$ cat src/rtl/bcd_xs3_pkg.sv
`default_nettype none
// ============================================================================
// Module      : bcd_xs3_pkg
// Description : Shared constants and helpers for the serial BCD/Excess-3
//               converter: mode encoding, serial add constants, range limits.
// Revision    : 1.0 - initial release
// ============================================================================
package bcd_xs3_pkg;

  // Runtime conversion direction
  localparam logic MODE_ENC = 1'b0;  // BCD -> XS3 (+3)
  localparam logic MODE_DEC = 1'b1;  // XS3 -> BCD (+13 mod 16)

  // Constant addend patterns, bit k[i] applied to serial bit i
  localparam logic [3:0] K_ENC = 4'b0011;
  localparam logic [3:0] K_DEC = 4'b1101;

  // Legal input code ranges
  localparam logic [3:0] BCD_MAX = 4'd9;
  localparam logic [3:0] XS3_MIN = 4'd3;
  localparam logic [3:0] XS3_MAX = 4'd12;

  // True when a complete input digit code is outside the range for its mode
  function automatic logic code_invalid(input logic m, input logic [3:0] v);
    if (m == MODE_ENC) return (v > BCD_MAX);
    else               return (v < XS3_MIN) || (v > XS3_MAX);
  endfunction

endpackage
`default_nettype wire

$ cat src/rtl/bcd_xs3_bit_alu.sv
`default_nettype none
// ============================================================================
// Module      : bcd_xs3_bit_alu
// Description : One serial full-adder step. Selects the constant bit for the
//               current bit position and mode, then adds it to the input bit.
// Revision    : 1.0 - initial release
// ============================================================================
module bcd_xs3_bit_alu
  import bcd_xs3_pkg::*;
(
  input  logic       bin,
  input  logic       mode,
  input  logic [1:0] bit_idx,
  input  logic       carry_in,
  output logic       bout,
  output logic       carry_next
);

  logic k;

  // Constant bit for this position of the selected addend
  assign k          = (mode == MODE_DEC) ? K_DEC[bit_idx] : K_ENC[bit_idx];
  assign bout       = bin ^ k ^ carry_in;
  assign carry_next = (bin & k) | (bin & carry_in) | (k & carry_in);

endmodule
`default_nettype wire

$ cat src/rtl/bcd_xs3_serial_conv.sv
`default_nettype none
// ============================================================================
// Module      : bcd_xs3_serial_conv
// Description : Bit-serial LSB-first BCD <-> Excess-3 converter for frames of
//               NUM_DIGITS digits, with valid/stall handshake, digit/frame
//               markers, range-error flag and one-cycle registered output.
//               Optional macro BCD_XS3_ERRCNT_EN adds a saturating error count.
// Revision    : 1.0 - initial release
// ============================================================================
module bcd_xs3_serial_conv
  import bcd_xs3_pkg::*;
#(
  parameter int NUM_DIGITS = 1,
  parameter int ERR_CNT_W  = 8
) (
  input  logic                 clk,
  input  logic                 reset,
  input  logic                 bin,
  input  logic                 bin_valid,
  input  logic                 mode,
  output logic                 bout,
  output logic                 bout_valid,
  output logic                 bout_digit_end,
  output logic                 bout_frame_end,
  output logic                 err,
  output logic [ERR_CNT_W-1:0] err_count
);

  localparam int DIG_W = (NUM_DIGITS > 1) ? $clog2(NUM_DIGITS) : 1;
  localparam logic [DIG_W-1:0] LAST_DIGIT = DIG_W'(NUM_DIGITS - 1);

  logic [1:0]       bit_idx;
  logic [DIG_W-1:0] digit_idx;
  logic             carry;
  logic             mode_q;
  logic [2:0]       shadow;

  logic frame_start;
  logic eff_mode;
  logic carry_in;
  logic alu_bout;
  logic alu_carry;
  logic last_bit;
  logic err_next;

  // A new frame begins on the first bit of digit 0; mode is taken live there
  assign frame_start = (bit_idx == 2'd0) && (digit_idx == '0);
  assign eff_mode    = frame_start ? mode : mode_q;
  assign carry_in    = (bit_idx == 2'd0) ? 1'b0 : carry;
  assign last_bit    = (bit_idx == 2'd3);
  assign err_next    = bin_valid && last_bit && code_invalid(eff_mode, {bin, shadow});

  bcd_xs3_bit_alu u_alu (
    .bin        (bin),
    .mode       (eff_mode),
    .bit_idx    (bit_idx),
    .carry_in   (carry_in),
    .bout       (alu_bout),
    .carry_next (alu_carry)
  );

  // Conversion state and registered outputs; stalls freeze state, zero outputs
  always_ff @(posedge clk) begin
    if (!reset) begin
      bit_idx        <= 2'd0;
      digit_idx      <= '0;
      carry          <= 1'b0;
      mode_q         <= MODE_ENC;
      shadow         <= 3'b000;
      bout           <= 1'b0;
      bout_valid     <= 1'b0;
      bout_digit_end <= 1'b0;
      bout_frame_end <= 1'b0;
      err            <= 1'b0;
    end else begin
      bout_valid     <= bin_valid;
      bout           <= 1'b0;
      bout_digit_end <= 1'b0;
      bout_frame_end <= 1'b0;
      err            <= 1'b0;
      if (bin_valid) begin
        if (frame_start) mode_q <= mode;
        bout           <= alu_bout;
        bout_digit_end <= last_bit;
        bout_frame_end <= last_bit && (digit_idx == LAST_DIGIT);
        err            <= err_next;
        carry          <= alu_carry;
        // Shift in from the top so bits 0..2 land in shadow[0..2] by bit 3
        shadow         <= {bin, shadow[2:1]};
        bit_idx        <= bit_idx + 2'd1;
        if (last_bit) begin
          digit_idx <= (digit_idx == LAST_DIGIT) ? '0 : digit_idx + 1'b1;
        end
      end
    end
  end

`ifdef BCD_XS3_ERRCNT_EN
  // Saturating count of errored digits, updated together with err
  always_ff @(posedge clk) begin
    if (!reset) begin
      err_count <= '0;
    end else if (err_next && (err_count != '1)) begin
      err_count <= err_count + 1'b1;
    end
  end
`else
  assign err_count = '0;
`endif

endmodule
`default_nettype wire

$ cat config.mk
export PLATFORM = sky130hd
export DESIGN_NAME = bcd_xs3_serial_conv
export DESIGN_NICKNAME = d
export VERILOG_FILES = /design/src/rtl/bcd_xs3_pkg.sv /design/src/rtl/bcd_xs3_bit_alu.sv /design/src/rtl/bcd_xs3_serial_conv.sv
export SDC_FILE = /design/constraint.sdc
export NUM_CORES = 1
export LEC_CHECK = 0
export CORE_MARGIN = 2
export CORE_UTILIZATION = 43
export CTS_CLUSTER_DIAMETER = 80
export DETAILED_ROUTE_END_ITERATION = 10
export PLACE_DENSITY = 0.75
export SLEW_MARGIN = 20
export SYNTH_ARGS = -nofsm -noshare
export SYNTH_HDL_FRONTEND = slang
export SYNTH_SLANG_ARGS = --single-unit
$ cat constraint.sdc
create_clock -name clk -period 2.6 [get_ports clk]
set_input_delay 0.26 -clock clk [delete_from_list [all_inputs] [get_ports clk]]
set_output_delay 0.26 -clock clk [all_outputs]
set_load 0.1 [all_outputs]
==> flow_metrics.env <==
export IMPL_status="complete, no violations"
export IMPL_final_min_clock_period_ns=2.00
export IMPL_wl_um=861
export IMPL_cts_setup_buffers=0
export IMPL_antenna_found_initial=0
export IMPL_nets=76
export IMPL_final_util_pct=51.5
export IMPL_cts_hold_fix_buffers=0
export IMPL_ios=18
export IMPL_wire_per_inst_um=10.6
export IMPL_clock_skew_ns=0.00334
export IMPL_path_max_fanout=5
export IMPL_die_w_um=40.6
export IMPL_setup_ws_ns=0.602
export IMPL_finalSetupViolCount=0
export IMPL_endpoint_kind="flip-flop"
export IMPL_clock_path_buffers=2
export IMPL_rsz0062_at_grt="no"
export IMPL_vias=373
export IMPL_drcViolationCount=0
export IMPL_crit_path_max_incr_delay_ns=0.44
export IMPL_timing_max_cap_violations=0
export IMPL_detail_route_antenna_nets=0
export IMPL_hold_class="flip-flop to flip-flop"
export IMPL_first_pass_iters=4
export IMPL_clkLatencyLatePin_ns=0.27
export IMPL_final_cell_mix="dfxtp_1, conb_1, mux2i_1"
export IMPL_cp_required_ns=2.77
export IMPL_placeableCoreArea_sq_mm=0.00127
export IMPL_mostFrequentLayoutCell="dfxtp_1"
export IMPL_yosys_area_top_type_share_pct=38.2
export IMPL_startpoint_type="flip-flop"
export IMPL_antenna_cells=0
export IMPL_grt_pass1_vias=307
export IMPL_fin_crit_sh_pct=76.9
export IMPL_die_height_um=40.6
export IMPL_postSynthCellCount=56
export IMPL_grt_usage_pct=11.9
export IMPL_powerDensity_mw_per_mm2=651
export IMPL_seq_area_frac_synth_pct=38.2
export IMPL_path_buf_inv=1
export IMPL_cts_tree="done"
export IMPL_cp_slowest_cell="fa_1"
export IMPL_drtIter0Drc=1
export IMPL_drive_gt1_share_pct=16.7
export IMPL_routabilityCongestion=0.634
export IMPL_peakVddDrop_mv=0.245
export IMPL_start_util_pct=45.5
export IMPL_placementRows=13
export IMPL_synth_cell_types=21
export IMPL_cp_top_family="adder cells"
export IMPL_syn_area_sq_um=577
export IMPL_cts_resized=0
export IMPL_finalPower_uw=425
export IMPL_cts_buffers_inserted=3
export IMPL_syn_avg_cell_area_sq_um=10.3
export IMPL_ys_seq_elements=11
export IMPL_synth_area_top_cells="dfxtp_1, buf_4, mux2i_1, ha_1, nor2b_1"
export IMPL_synth_area_leader_cell="dfxtp_1"
export IMPL_yosys_warnings=0
export IMPL_path_cells="inv_1 -> ha_1 -> mux2i_2 -> mux2i_1 -> fa_1 -> and3_1"
export IMPL_viasPerCell=4.60
export IMPL_area_delta_synth_final_pct=13.2
export IMPL_root_buffer="clkbuf_4"
export IMPL_fin_setup_tns_ns=0
export IMPL_path_clk_slew_ns=0.07
export IMPL_place_ws_ns=0.589
export IMPL_drv_slew=0
export IMPL_path_class="flip-flop to flip-flop"
export IMPL_portBuffers=9
export IMPL_clock_sinks=11
export IMPL_worst_hold_slack_ns=0.503
export IMPL_arrival_ns=2.16
export IMPL_grt_max_degree=12
export IMPL_final_hold_viol_count=0
export IMPL_hpwlAfterDp_um=615
export IMPL_die_area_sq_mm=0.00165
export IMPL_grt_overflow=0
export IMPL_fmax_mhz=500
export IMPL_htreeDepth=1
export IMPL_grt_pass1_wl_mm=1.20
export IMPL_power_leakage_nw=0.317
[synth_stat cells]
library cell / number
fa_1: 1
conb_1: 1
buf_2: 1
mux2i_2: 1
nor2b_1: 5
nand2b_1: 2
buf_4: 9
and2_1: 2
and3_1: 2
ha_1: 3
o211a_1: 1
nand2_1: 1
inv_1: 4
and2b_2: 1
xor2_1: 1
mux2i_1: 6
a211o_1: 1
o21ai_1: 1
o21ai_0: 1
dfxtp_1: 11
a221oi_2: 1
[flip-flops by register name, summed over array words and instances (netlist names)]
signal	cells
bit_idx	2
bout	1
bout_digit_end	1
bout_valid	1
carry	1
err	1
mode_q	1
shadow	3
[worst register-to-register path: stages (launching register included)]
cell and delay [ns]:
dfxtp_1 0.38, inv_1 0.08, ha_1 0.21, mux2i_2 0.31, mux2i_1 0.30, fa_1 0.44, and3_1 0.18
[layer usage]
layer | part of all wire, % | routed length (um) | GRT usage [%]
met5 | 0 | 0 | 0
met3 | 6.0 | 52 | 3.26
met1 | 40 | 347 | 11.6
met2 | 50 | 431 | 19.4
met4 | 3.5 | 30 | 12.5
[layout make-up]
cell class / count / area, sq um
Timing Repair Buffer: 9 / 77.6
Inverter: 4 / 15.0
Clock buffer: 4 / 26.3
Tap cell: 15 / 18.8
Multi-Input combinational cell: 38 / 295
Fill cell: 117 / 616
Sequential cell: 11 / 220
[where the power goes]
group          leakage, nW  switching [mW]  total [mW]  internal, mW
Sequential          0.0902         0.00720       0.185         0.178
Clock               0.0150          0.0565       0.116        0.0594
Combinational        0.211          0.0931       0.124        0.0308
Total                0.317           0.157       0.425         0.268
[path summary, 6_finish.rpt]
kind,start,to,slack (ns),depth (start not counted)
worst max-delay path,bit_idx[1]$_SDFFE_PN0P_,bout$_SDFF_PN0_,0.60,6
worst min-delay path,shadow[1]$_SDFFE_PN0P_,err$_SDFF_PN0_,0.50,2
worst max register to register,bit_idx[1]$_SDFFE_PN0P_,bout$_SDFF_PN0_,0.60,6
worst min register to register,shadow[1]$_SDFFE_PN0P_,err$_SDFF_PN0_,0.50,2
[metrics by stage]
step | std cells | cell area (sq um)
floorplan | 63 | 603
global placement | 77 | 627
detailed placement | 77 | 627
CTS | 81 | 653
global route | 81 | 653
finish | 81 | 653
[cell families after synthesis]
group | after synthesis | share of synthesized area [%]
AO/OA/AOI/OAI | 5 | 7.59
buffers and inverters | 14 | 15.2
other | 1 | 0.650
flip-flops | 11 | 38.2
multiplexers | 7 | 12.8
AND/OR/NAND/NOR | 13 | 14.1
XOR/XNOR | 1 | 1.52
adder cells (fa/ha/maj) | 4 | 9.98
(Power assumes the default switching activity.)
